File: src/rtl/lsu_pkg.sv
// Shared types and constants for the load/store unit data-memory master.
package lsu_pkg;

  localparam int unsigned DMEM_DEPTH = 2048;

  localparam logic [2:0] F3_B  = 3'b000;
  localparam logic [2:0] F3_H  = 3'b001;
  localparam logic [2:0] F3_W  = 3'b010;
  localparam logic [2:0] F3_BU = 3'b100;
  localparam logic [2:0] F3_HU = 3'b101;

  typedef enum logic [1:0] {IDLE, READ, WRITE, RESP} lsu_state_e;

  // Unsigned sizes exist only for loads; the three reserved codes are always illegal.
  function automatic logic f3_illegal(input logic we, input logic [2:0] f3);
    case (f3)
      F3_B, F3_H, F3_W: f3_illegal = 1'b0;
      F3_BU, F3_HU:     f3_illegal = we;
      default:          f3_illegal = 1'b1;
    endcase
  endfunction

endpackage

File: src/rtl/lsu_align.sv
// Byte/half lane extraction for loads and lane merge for sub-word stores.
module lsu_align
  import lsu_pkg::*;
(
  input  logic [31:0] word,
  input  logic [1:0]  addr,
  input  logic [2:0]  funct3,
  input  logic [31:0] wdata,
  output logic [31:0] load_val,
  output logic [31:0] merged
);

  logic [7:0]  byte_sel;
  logic [15:0] half_sel;

  assign byte_sel = word[{addr, 3'b000} +: 8];
  assign half_sel = word[{addr[1], 4'b0000} +: 16];

  always_comb begin
    load_val = '0;
    case (funct3)
      F3_B:    load_val = {{24{byte_sel[7]}}, byte_sel};
      F3_H:    load_val = {{16{half_sel[15]}}, half_sel};
      F3_BU:   load_val = {24'h000000, byte_sel};
      F3_HU:   load_val = {16'h0000, half_sel};
      default: load_val = word;
    endcase
  end

  always_comb begin
    merged = word;
    case (funct3[1:0])
      2'b00:   merged[{addr, 3'b000} +: 8]     = wdata[7:0];
      2'b01:   merged[{addr[1], 4'b0000} +: 16] = wdata[15:0];
      default: merged = wdata;
    endcase
  end

endmodule

File: src/rtl/lsu_dmem_master.sv
// One-at-a-time RV32 load/store initiator for a word-wide data memory; sub-word stores use read-modify-write.
module lsu_dmem_master
  import lsu_pkg::*;
#(
  parameter int unsigned MEM_DEPTH = DMEM_DEPTH,
  parameter int unsigned IDX_W     = $clog2(MEM_DEPTH)
) (
  input  logic             i_clk,
  input  logic             i_reset,
  input  logic             i_req_valid,
  output logic             o_req_ready,
  input  logic             i_req_we,
  input  logic [31:0]      i_req_addr,
  input  logic [2:0]       i_req_funct3,
  input  logic [31:0]      i_req_wdata,
  output logic             o_rsp_valid,
  input  logic             i_rsp_ready,
  output logic [31:0]      o_rsp_rdata,
  output logic             o_rsp_err,
  output logic [IDX_W-1:0] o_mem_addr,
  output logic [31:0]      o_mem_wdata,
  output logic             o_mem_wren,
  input  logic [31:0]      i_mem_rdata
);

  lsu_state_e       st, nxt;
  logic             a_we;
  logic [IDX_W+1:0] a_addr;
  logic [2:0]       a_f3;
  logic [31:0]      a_wdata;
  logic             req_err, misaligned, out_of_range, accept, req_sw;
  logic [31:0]      load_val, merged;

  assign misaligned   = ((i_req_funct3[1:0] == 2'b01) && i_req_addr[0])
                     || ((i_req_funct3[1:0] == 2'b10) && (i_req_addr[1:0] != 2'b00));
  assign out_of_range = {2'b00, i_req_addr[31:2]} >= MEM_DEPTH;
  assign req_err      = misaligned || out_of_range || f3_illegal(i_req_we, i_req_funct3);
  assign req_sw       = i_req_we && (i_req_funct3 == F3_W);
  assign accept       = (st == IDLE) && i_req_valid;

  // Strobes come from the state register alone, so reset in WRITE kills the write at once.
  assign o_req_ready = (st == IDLE);
  assign o_rsp_valid = (st == RESP);
  assign o_mem_wren  = (st == WRITE);
  assign o_mem_addr  = a_addr[IDX_W+1:2];

  lsu_align u_align (
    .word    (i_mem_rdata),
    .addr    (a_addr[1:0]),
    .funct3  (a_f3),
    .wdata   (a_wdata),
    .load_val(load_val),
    .merged  (merged)
  );

  always_ff @(posedge i_clk or posedge i_reset) begin
    if (i_reset) st <= IDLE;
    else         st <= nxt;
  end

  always_comb begin
    nxt = st;
    case (st)
      IDLE: begin
        if (i_req_valid) begin
          if (req_err)     nxt = RESP;
          else if (req_sw) nxt = WRITE;
          else             nxt = READ;
        end
      end
      READ:    nxt = a_we ? WRITE : RESP;
      WRITE:   nxt = RESP;
      RESP:    if (i_rsp_ready) nxt = IDLE;
      default: nxt = IDLE;
    endcase
  end

  always_ff @(posedge i_clk or posedge i_reset) begin
    if (i_reset) begin
      a_we        <= 1'b0;
      a_addr      <= '0;
      a_f3        <= '0;
      a_wdata     <= '0;
      o_rsp_rdata <= '0;
      o_rsp_err   <= 1'b0;
      o_mem_wdata <= '0;
    end else begin
      if (accept) begin
        a_we        <= i_req_we;
        a_addr      <= i_req_addr[IDX_W+1:0];
        a_f3        <= i_req_funct3;
        a_wdata     <= i_req_wdata;
        o_rsp_rdata <= '0;
        o_rsp_err   <= req_err;
        if (req_sw && !req_err) o_mem_wdata <= i_req_wdata;
      end
      if (st == READ) begin
        if (a_we) o_mem_wdata <= merged;
        else      o_rsp_rdata <= load_val;
      end
    end
  end

endmodule

File: config.mk
export PLATFORM = sky130hd
export DESIGN_NAME = lsu_dmem_master
export DESIGN_NICKNAME = d
export VERILOG_FILES = /design/src/rtl/lsu_pkg.sv /design/src/rtl/lsu_align.sv /design/src/rtl/lsu_dmem_master.sv
export SDC_FILE = /design/constraint.sdc
export NUM_CORES = 1
export LEC_CHECK = 0
export CAP_MARGIN = 10
export CORE_MARGIN = 2
export CORE_UTILIZATION = 52
export CTS_CLUSTER_SIZE = 10
export DETAILED_ROUTE_END_ITERATION = 8
export PLACE_DENSITY_LB_ADDON = 0.2
export SYNTH_ARGS = -nofsm -noshare
export SYNTH_HDL_FRONTEND = slang
export SYNTH_SLANG_ARGS = --single-unit
export TNS_END_PERCENT = 20
File: constraint.sdc
create_clock -name i_clk -period 11.6 [get_ports i_clk]
set_input_delay 3.48 -clock i_clk [delete_from_list [all_inputs] [get_ports i_clk]]
set_output_delay 3.48 -clock i_clk [all_outputs]
set_load 0.005 [all_outputs]
## Word-level counts from Yosys, hierarchy flattened

Cells that the tools add are included.

- Register bits after elaboration: 116
- Bits of input ports: 104
- Output and inout port bits: 79

- Add/subtract/negate cells: 2
- Magnitude comparators: 1
- Eq/ne operators: 15
- Shifts and indexed selects: 6
- Muxes and demuxes: 18
- Reductions and logical operators: 17

Operators with widths:

| cell | number |
|---|---|
| $mux 32 | 7 |
| $pmux 32 s4 | 1 |
| $bwmux 32 | 2 |
| $pmux 32 s2 | 1 |
| $shift 16x7->32 const A | 1 |
| $shift 8x7->32 const A | 1 |
| $shiftx 16x7->32 | 1 |
| $shiftx 32x6->16 | 1 |
| $shiftx 32x6->8 | 1 |
| $shiftx 8x7->32 | 1 |
| $ge 30x12->1 const B | 1 |
| $neg 5->7 | 2 |
| $eq 3x3->1 const B | 4 |
| $mux 2 | 4 |
| $pmux 2 s4 | 1 |
| $eq 2x1->1 const B | 3 |
| $eq 2x2->1 const B | 3 |
| $eq 3x1->1 const B | 2 |
| $logic_not 3->1 | 2 |
| $logic_and 1x1->1 | 5 |
| $logic_not 2->1 | 2 |
| $eq 3x2->1 const B | 1 |
| $logic_or 1x1->1 | 3 |
| $reduce_or 3->1 | 1 |
| other kinds (8) | 8 |

## Logic depth before layout (Yosys ltp)

Gate-level depths: netlist (run 1).

- Depth in word-level cells: 11
- Gate-level depth with buffers: 9
- Gate-level depth less buffers: 7

## Modules after synthesis

From an unflattened synthesis (run 1), not the netlist that was laid out.

- Cells, all modules: 699
- Area, all modules: 6,929.1 sq um

By module, submodules not included:

| module | instances | cells an instance | area each (sq um) | seq. area each (sq um) |
|---|---|---|---|---|
| lsu_dmem_master | 1 | 439 | 5,091.1 | 2,902.8 |
| lsu_align | 1 | 260 | 1,838.0 | 0.0 |

## Worst setup path before layout (run 1)

No wires, ideal clock.

- Path type: in2reg
- Start: input i_req_addr[13]
- End: register o_mem_wdata[21]
- Data arrival time: 4.781 ns
- Slack: 6.693 ns
- Stages: 6
- Cell sequence: nor4_2 > nand4_1 > nor3_2 > nand4_4 > buf_6 > o311a_1

- Word-level cells in the longest chain between the ends: 9

RTL lines:

| element | RTL line | source |
|---|---|---|
| start, declared | lsu_dmem_master.sv:13 | `input logic [31:0] i_req_addr,` |
| $ge 30x12->1 (*) | lsu_dmem_master.sv:36 | `assign out_of_range = {2'b00, i_req_addr[31:2]} >= MEM_DEPTH;` |
| $logic_or 1x1->1 (*) (2 in series) | lsu_dmem_master.sv:37 | `assign req_err = misaligned \|\| out_of_range \|\| f3_illegal(i_req_we, i_req_funct3);` |
| $logic_not 1->1 (*) | lsu_dmem_master.sv:95 | `if (req_sw && !req_err) o_mem_wdata <= i_req_wdata;` |
| $logic_and 1x1->1 (*) | lsu_dmem_master.sv:95 |  |
| $mux 32 (*) | lsu_dmem_master.sv:95 |  |
| $mux 32 (*) | lsu_dmem_master.sv:88 | `if (accept) begin` |
| $mux 32 | lsu_dmem_master.sv:98 | `if (a_we) o_mem_wdata <= merged;` |
| $mux 32 (*) | lsu_dmem_master.sv:97 | `if (st == READ) begin` |
| end signal, assigned | lsu_dmem_master.sv:95 |  |
| end signal, assigned | lsu_dmem_master.sv:98 |  |
| end, declared | lsu_dmem_master.sv:21 | `output logic [31:0] o_mem_wdata,` |

Mark *: on every way between the ends. The rest lies on a longest branch, timed or not.
A chain may end at the register's enable or synchronous reset.

## Worst setup path after layout (run 1)

- Start: register st[1]
- End: output o_req_ready

- Word-level cells in the longest chain between the ends: 1

RTL lines:

| element | RTL line | source |
|---|---|---|
| start, declared | lsu_dmem_master.sv:26 | `lsu_state_e st, nxt;` |
| start signal, assigned | lsu_dmem_master.sv:58 | `else st <= nxt;` |
| $logic_not 2->1 | lsu_dmem_master.sv:42 | `assign o_req_ready = (st == IDLE);` |
| end, declared | lsu_dmem_master.sv:11 | `output logic o_req_ready,` |

No other way between the ends.

==> results.py, run 1 <==
metrics = {
    "layout": {
        "final-seq-area_um2": 2900,
        "nNetsFinal": 904,
        "antennaDiodeCount": 0,
        "multi_input_area_um2": 3230,
        "fillCellCount": 874,
        "syn_to_final_growth_pct": 37.0,
        "drive_gt1_share_pct": 17.2,
        "design_area_um2": 8950,
    },
    "clock_tree": {
        "hold_buffers": 0,
        "cts-resized-gates": 0,
        "ctsHtreeMaxLevel": 4,
        "cts_root_buffer": "clkbuf_16",
        "cts_tree": "yes",
        "cts_made_buffers": 17,
        "ctsLongestPathBuffers": 2,
        "clk_pin_slew_ns": 0.05,
        "cts_setup_buffers": 0,
        "clk_latency_ns": 0.43,
        "cts.sinks": 116,
    },
    "placement": {
        "hpwlAfterDp_um": 15100,
        "place_area_um2": 8290,
        "gp_congestion": 0.909,
        "pre_cts_ws_ns": 5.93,
        "portBuffers": 182,
    },
    "sta": {
        "slew_violations": 0,
        "rsz0062_at_grt": "no",
        "period_minus_slack_ns": 5.45,
        "slew_headroom_pct": 27.4,
        "worst_slack_ns": 6.15,
        "holdWs_ns": 0.479,
        "hold_viol_final": 0,
        "setup_viol": 0,
        "worst_slew_pin_slew_ns": 1.08,
        "fin_crit_sh_pct": 47.0,
        "skew_ns": 0.00810,
        "tns_ns": 0,
        "fmax_mhz": 183,
    },
    "floorplan": {
        "start_util_pct": 53.9,
        "fp.dieH_um": 116,
        "io_pins": 183,
        "core_area_um2": 12100,
        "dieWidth_um": 116,
        "dieArea_um2": 13500,
        "rows": 40,
    },
    "power_and_ir_drop": {
        "vdd_drop_max_uv": 144,
        "power_density_nw_per_um2": 282,
        "p_total_mw": 2.53,
        "p_leak_nw": 3.63,
    },
    "worst_hold_path": {
        "min_from": "o_rsp_rdata[8]",
        "hold_class": "reg -> reg",
    },
    "critical_path": {
        "end_kind": "output port",
        "worstPathArrival_ns": 1.97,
        "critPathKind": "reg -> out",
        "worstPathMaxFanout": 9,
        "required_ns": 8.12,
        "startpoint": "st[1]",
        "r2r-start": "a_addr[1]",
        "cp-start-kind": "flip-flop",
    },
    "drt": {
        "via_per_inst": 6.21,
        "vias": 6036,
        "wirelength_um": 20900,
        "drcViolationCount": 0,
        "drtPass1Iterations": 5,
        "wl_per_cell_um": 21.5,
        "ant_nets": 0,
        "drtIter0Drc": 674,
    },
    "global_route": {
        "track_usage_pct": 32.1,
        "antenna_found_initial": 1,
        "first_global_vias": 5968,
        "grt_max_degree": 65,
        "grt_pass1_wl_um": 32500,
        "gr-total-overflow": 0,
    },
    "synth": {
        "synth_edf_count": 0,
        "yosysMostFrequentCell": "dfrtp_1",
        "yosysTopAreaCell": "dfrtp_1",
        "syn_area_per_cell_um2": 10.1,
        "synth.distinct_cells": 44,
        "yosysWarnings": 0,
        "synth_nets": 759,
        "ys_async_sr_fraction_pct": 100,
        "synthCells": 646,
        "ys_seq_area_share_pct": 44.4,
        "synth_seq_cells": 116,
        "syn-cell-area_um2": 6530,
        "yosys-top-cells-area": "dfrtp_1 (44%), mux2_2 (10%), a221oi_1 (4.3%), a21oi_1 (4.0%), nand2_1 (3.1%)",
        "yosys.area.top_type_share_pct": 44.4,
        "synthFlopType": "dfrtp_1",
        "ys_top_cells_by_count": "dfrtp_1 (116), mux2_2 (58), nand2_1 (54), a21oi_1 (52), nor2_1 (38)",
    },
    "job": {
        "maxCapViolations": 0,
    },
    "run_status": {
        "status": "completed",
    },
}
-- final cells by class --
cell class	instances	area share, %
clock inverter	12	1.97
tap	168	2.35
sequential	116	32.4
clock buffer	20	5.21
inverter	22	0.951
multi-input combinational	445	36.1
timing repair buffer	189	21.0
-- through the flow --
stage / utilization [%] / cells
after floorplan: - / 646
after global placement: 68.5 / 939
after detailed placement: 68.5 / 939
after CTS: 73.8 / 971
after global routing: 73.9 / 972
final: 73.9 / 972
-- layer usage --
metal	GRT usage, %	vias to the layer above	wire length (um)
li1	-	2705	-
met1	40.7	2971	8290
met2	52.9	303	10200
met3	7.64	57	1760
met4	13.6	0	657
met5	0	-	0
-- final timing paths --
| path | endpoint | slack [ns] | cells past startpoint |
|---|---|---|---|
| max in group asynchronous | a_f3[2] | 6.79 | 3 |
| worst max register to register | o_mem_wdata[21] | 8.59 | 7 |
| worst max-delay path | o_req_ready | 6.15 | 3 |
| worst min register to register | o_rsp_rdata[8] | 0.48 | 1 |
| worst min-delay path | o_rsp_rdata[8] | 0.48 | 1 |
| min in group asynchronous | a_addr[6] | 3.52 | 2 |
-- layout by cell type, fill, tap and decap left out, types with 17 or more instances in the layout --
| cell type | synthesis | final |
|---|---|---|
| clkdlybuf4s50_1 | 0 | 182 |
| dfrtp_1 | 116 | 116 |
| mux2_2 | 58 | 58 |
| nand2_1 | 54 | 53 |
| a21oi_1 | 52 | 52 |
| nor2_1 | 38 | 38 |
| a221oi_1 | 32 | 32 |
| nor2b_1 | 20 | 20 |
| inv_1 | 21 | 20 |
| nor3_1 | 19 | 19 |
| a31oi_1 | 17 | 17 |
| clkbuf_16 | 0 | 17 |
-- cell families after synthesis --
group / share of synthesized area, %
mux: 10.3
simple gates: 13.6
compound gates: 23.6
fa+ha+maj: 1.72
flops: 44.4
buf+inv: 6.32
-- registers in the layout (all words and copies together) (netlist names) --
signal and cells:
o_mem_wdata 32, st 2, a_addr 13, a_we 1, o_rsp_err 1, a_wdata 32
a_f3 3, o_rsp_rdata 32
-- worst max-delay path, stage by stage, from the launching register on --
cell             delay [ns]
dfrtp_1                0.41
inv_1                  0.14
ha_1                   0.43
clkdlybuf4s50_1        0.58
-- power breakdown --
part	leakage, nW	internal (mW)	switching (mW)	total (mW)
clock network	0.312	0.376	0.189	0.565
registers	1.37	0.611	0.168	0.779
logic	1.95	0.609	0.573	1.18
(Power assumes the default switching activity.)
==> inputs of run 2 (changes only) <==
--- a/config.mk
+++ b/config.mk
@@ -7,7 +7,7 @@
 export LEC_CHECK = 0
 export CAP_MARGIN = 10
 export CORE_MARGIN = 2
-export CORE_UTILIZATION = 52
+export CORE_UTILIZATION = 49
 export CTS_CLUSTER_SIZE = 10
 export DETAILED_ROUTE_END_ITERATION = 8
 export PLACE_DENSITY_LB_ADDON = 0.2
==> constraint.sdc (replaced) <==
create_clock -name i_clk -period 5.43 [get_ports i_clk]
set_input_delay 1.629 -clock i_clk [delete_from_list [all_inputs] [get_ports i_clk]]
set_output_delay 1.629 -clock i_clk [all_outputs]
set_load 0.005 [all_outputs]
==> run 2 against run 1 <==
Combinational power increased by 110%. Sequential share of layout area shrank 0.18 points. Clock skew down 0.0025 ns. Core utilization down 5.4 points. Die area grew 5.9%. Total power rose by 110%.
==> results.py, run 2 (synthesis results as in run 1) <==
metrics = {
    "floorplan": {
        "dieWidth_um": 119,
        "start_util_pct": 49.7,
        "fp.dieH_um": 119,
        "dieArea_um2": 14300,
        "core_area_um2": 13100,
        "rows": 42,
        "io_pins": 183,
    },
    "placement": {
        "place_area_um2": 8310,
        "gp_congestion": 0.927,
        "portBuffers": 182,
        "hpwlAfterDp_um": 15000,
    },
    "critical_path": {
        "cp-start-kind": "flip-flop",
        "r2r_cells": 7,
        "end_kind": "output port",
        "cp-endpoint": "o_req_ready",
        "worst_path_largest_cell_delay_ns": 0.58,
        "required_ns": 3.80,
        "reg2reg_slack_ns": 2.22,
        "critPathKind": "reg -> out",
        "cpMaxStageDelayCell": "clkdlybuf4s50_1",
        "rr_endpoint": "o_mem_wdata[22]",
        "worstPathMaxFanout": 9,
        "worstPathArrival_ns": 1.91,
        "startpoint": "st[1]",
        "path_cells": "inv_1, ha_1, clkdlybuf4s50_1",
        "r2r-start": "a_addr[1]",
    },
    "sta": {
        "holdWs_ns": 0.482,
        "hold_viol_final": 0,
        "setup_viol": 0,
        "skew_ns": 0.00565,
        "rsz0062_at_grt": "no",
        "fmax_mhz": 283,
        "fin_crit_sh_pct": 65.1,
        "worst_slew_pin_slew_ns": 1.12,
        "slew_headroom_pct": 25.3,
        "tns_ns": 0,
        "period_minus_slack_ns": 3.53,
        "slew_violations": 0,
    },
    "power_and_ir_drop": {
        "power_density_nw_per_um2": 600,
        "vdd_drop_max_uv": 280,
        "p_total_mw": 5.40,
        "p_leak_nw": 3.65,
    },
    "worst_hold_path": {
        "hold_class": "reg -> reg",
        "min_from": "o_rsp_err",
    },
    "global_route": {
        "grt_pass1_wl_um": 31300,
        "antenna_found_initial": 0,
        "grt_max_degree": 92,
        "track_usage_pct": 28.8,
        "first_global_vias": 5733,
        "gr-total-overflow": 0,
    },
    "layout": {
        "reg_top3": "a_wdata (32), o_mem_wdata (32), o_rsp_rdata (32)",
        "drive_gt1_share_pct": 17.0,
        "nNetsFinal": 907,
        "antennaDiodeCount": 0,
        "mostFrequentLayoutCell": "clkdlybuf4s50_1",
        "design_area_um2": 9000,
        "layout_common_cells": "clkdlybuf4s50_1 (182), dfrtp_1 (116), mux2_2 (58)",
        "syn_to_final_growth_pct": 37.8,
        "fillCellCount": 973,
    },
    "drt": {
        "wl_per_cell_um": 20.8,
        "via_per_inst": 6.03,
        "ant_nets": 0,
        "drtIter0Drc": 524,
        "vias": 5927,
        "wirelength_um": 20500,
        "drtPass1Iterations": 5,
        "drcViolationCount": 0,
    },
    "clock_tree": {
        "cts-resized-gates": 0,
        "ctsLongestPathBuffers": 2,
        "cts_tree": "yes",
        "clk_latency_ns": 0.41,
        "cts_made_buffers": 17,
        "cts_setup_buffers": 0,
        "hold_buffers": 0,
        "cts_root_buffer": "clkbuf_16",
        "clk_pin_slew_ns": 0.05,
        "ctsHtreeMaxLevel": 4,
        "cts.sinks": 116,
    },
    "run_status": {
        "status": "completed",
    },
    "job": {
        "maxCapViolations": 0,
    },
}
## run 2: report_power, final
group	total [mW]	internal (mW)	switching (mW)
Combinational	2.52	1.32	1.20
Sequential	1.70	1.31	0.391
Clock	1.19	0.801	0.385
Total	5.40	3.43	1.97
## run 2: per-stage QoR
| stage | setup WS (ns) | util (%) | instances |
|---|---|---|---|
| 2_1_floorplan | 0.729 | - | 646 |
| 3_3_place_gp | 1.66 | 63.2 | 948 |
| 4_1_cts | 1.89 | 68.0 | 980 |
| 5_1_grt | 1.77 | 68.5 | 983 |
| 6_report | 1.90 | 68.5 | 983 |
| 3_5_place_dp | 1.58 | 63.2 | 948 |
## run 2: worst min path at each step
stage	endpoint	depth (start not counted)
2_1_floorplan	o_rsp_err	2
4_1_cts	o_rsp_err	2
5_1_grt	o_rsp_rdata[12]	1
6_report	o_rsp_err	2
3_3_place_gp	o_rsp_rdata[9]	1
3_5_place_dp	o_rsp_err	2
## run 2: metal layers
layer | GRT usage [%] | share of wire, %
met3 | 7.95 | 7.3
met4 | 10.9 | 2.9
met5 | 0 | 0
met1 | 38.6 | 44
met2 | 44.5 | 46
## run 2: final cells by class
class / count / area [um2] / share of cell area, %
Multi-Input combinational cell: 445 / 3230 / 35.9
Sequential cell: 116 / 2900 / 32.3
Timing Repair Buffer: 192 / 1940 / 21.5
Clock buffer: 23 / 478 / 5.31
Tap cell: 176 / 220 / 2.45
Clock inverter: 9 / 150 / 1.67
Inverter: 22 / 85.1 / 0.945
## run 2: worst max-delay path, delay by kind of cell (launching register included)
kind | cells | cell delay [ns]
flip-flops | 1 | 0.39
adder cells (fa/ha/maj) | 1 | 0.40
buffers and inverters | 2 | 0.71
==> inputs of run 3 (changes only) <==
==> constraint.sdc (replaced) <==
create_clock -name i_clk -period 3.3 [get_ports i_clk]
set_input_delay 0.99 -clock i_clk [delete_from_list [all_inputs] [get_ports i_clk]]
set_output_delay 0.99 -clock i_clk [all_outputs]
set_load 0.005 [all_outputs]
==> run 3 against run 2 <==
Count of clock-buffer cells in the layout unchanged. First-iteration DRC count increased by 18%. Die area unchanged. Via count increased by 1.2%. Core utilization decreased by 0.057 points. Combinational power increased by 67%. Clock power increased by 55%. Total power increased by 63%. Register-to-register slack got worse by 1.5 ns. Largest cell class unchanged.
==> results.py, run 3 (synthesis results as in run 1) <==
metrics = {
    "run_status": {
        "status": "completed",
    },
    "floorplan": {
        "fp.dieH_um": 119,
        "io_pins": 183,
        "dieArea_um2": 14300,
        "rows": 42,
        "dieWidth_um": 119,
        "start_util_pct": 49.7,
        "core_area_um2": 13100,
    },
    "sta": {
        "fmax_mhz": 344,
        "period_minus_slack_ns": 2.91,
        "tns_ns": 0,
        "rsz0062_at_grt": "no",
        "slew_violations": 0,
        "skew_ns": 0.0147,
        "holdWs_ns": 0.484,
        "worst_slack_ns": 0.394,
        "setup_viol": 0,
        "fin_crit_sh_pct": 88.1,
        "worst_slew_pin_slew_ns": 1.10,
        "hold_viol_final": 0,
        "slew_headroom_pct": 26.4,
    },
    "critical_path": {
        "worstPathArrival_ns": 1.92,
        "cp.buffers_inverters": 2,
        "worstPathMaxFanout": 9,
        "reg2reg_slack_ns": 0.74,
        "worst_path_largest_cell_delay_ns": 0.57,
        "path_depth": 3,
        "startpoint": "st[1]",
        "critPathKind": "reg -> out",
        "rr_endpoint": "o_mem_wdata[21]",
        "end_kind": "output port",
        "path_cells": "inv_1, ha_1, clkdlybuf4s50_1",
        "r2r-start": "a_addr[0]",
        "cpMaxStageDelayCell": "clkdlybuf4s50_1",
        "r2r_cells": 7,
        "path_delay_family": "buffers and inverters",
        "cp-endpoint": "o_req_ready",
        "cp-start-kind": "flip-flop",
        "required_ns": 2.31,
    },
    "layout": {
        "design_area_um2": 8990,
        "drive_gt1_share_pct": 17.7,
        "layout_common_cells": "clkdlybuf4s50_1 (182), dfrtp_1 (116), mux2_2 (58)",
        "nNetsFinal": 910,
        "fillCellCount": 987,
        "mostFrequentLayoutCell": "clkdlybuf4s50_1",
        "antennaDiodeCount": 0,
        "reg_top3": "a_wdata (32), o_mem_wdata (32), o_rsp_rdata (32)",
        "syn_to_final_growth_pct": 37.7,
        "post-route-util_pct": 68.4,
    },
    "drt": {
        "via_per_inst": 6.08,
        "wirelength_um": 20700,
        "vias": 5997,
        "drcViolationCount": 0,
        "wl_per_cell_um": 21.0,
        "drtPass1Iterations": 5,
        "ant_nets": 0,
        "drtIter0Drc": 618,
    },
    "global_route": {
        "antenna_found_initial": 0,
        "grt_max_degree": 117,
        "track_usage_pct": 29.7,
        "grt_pass1_wl_um": 32500,
        "gr-total-overflow": 0,
        "first_global_vias": 5864,
    },
    "worst_hold_path": {
        "hold_class": "reg -> reg",
        "min_from": "o_rsp_err",
    },
    "placement": {
        "hpwlAfterDp_um": 14900,
        "portBuffers": 182,
        "pre_cts_ws_ns": 0.154,
        "gp_congestion": 0.939,
        "place_area_um2": 8390,
    },
    "clock_tree": {
        "ctsLongestPathBuffers": 2,
        "clk_pin_slew_ns": 0.05,
        "clk_latency_ns": 0.42,
        "cts_setup_buffers": 0,
        "cts-resized-gates": 0,
        "cts_made_buffers": 17,
        "cts.sinks": 116,
        "cts_tree": "yes",
        "hold_buffers": 0,
        "cts_root_buffer": "clkbuf_16",
        "ctsHtreeMaxLevel": 4,
    },
    "power_and_ir_drop": {
        "power_density_nw_per_um2": 976,
        "vdd_drop_max_uv": 565,
        "p_leak_nw": 3.65,
    },
    "job": {
        "maxCapViolations": 0,
    },
}
## run 3: cell count changes in the layout (fill, tap and decap cells not counted)
cell / previous run / this run
buf_12: 0 / 3
buf_16: 2 / 0
buf_4: 8 / 10
bufinv_16: 4 / 2
clkbuf_1: 3 / 1
clkbuf_8: 3 / 5
clkinv_2: 3 / 5
and2_1: 1 / 0
and2_2: 1 / 2
clkinvlp_4: 2 / 3
inv_4: 1 / 0
## run 3: worst min-delay path by stage
| stage | slack, ns | end | cells after the start |
|---|---|---|---|
| 6_report | 0.48 | o_rsp_err | 2 |
| 5_1_grt | 0.50 | o_rsp_rdata[13] | 1 |
| 4_1_cts | 0.48 | o_rsp_rdata[10] | 1 |
| 3_5_place_dp | 0.47 | o_rsp_rdata[9] | 1 |
| 3_3_place_gp | 0.46 | o_rsp_rdata[9] | 1 |
| 2_1_floorplan | 0.47 | o_rsp_err | 2 |
## run 3: area by class of cell
type	count	area [um2]	area share (%)
multi-input combinational	445	3230	35.9
clock buffer	23	498	5.54
sequential	116	2900	32.3
inverter	22	86.3	0.960
clock inverter	9	100	1.11
timing repair buffer	195	1960	21.8
tap	176	220	2.45
## run 3: stage by stage
step,instances,power [mW]
after floorplan,646,5.16
after global placement,953,6.72
after detailed placement,953,6.88
after CTS,985,8.76
after global routing,986,9.32
final,986,8.78
## run 3: worst min-delay path: stages (launching register included)
cell	delay [ns]
dfrtp_1	0.34
nand2_1	0.05
o21ai_0	0.06
## run 3: metal layers
metal | track usage (%) | vias up | share of wire (%)
met5 | 0 | - | 0
li1 | - | 2697 | -
met4 | 10.4 | 0 | 2.6
met2 | 46.0 | 312 | 47
met1 | 41.3 | 2950 | 43
met3 | 6.37 | 38 | 7.8
## run 3: power breakdown
group / switching, mW / total [mW] / leakage, nW / internal [mW]
Combinational: 2.03 / 4.20 / 1.98 / 2.17
Clock: 0.639 / 1.84 / 0.295 / 1.20
Sequential: 0.588 / 2.74 / 1.37 / 2.15
Total: 3.26 / 8.78 / 3.65 / 5.52
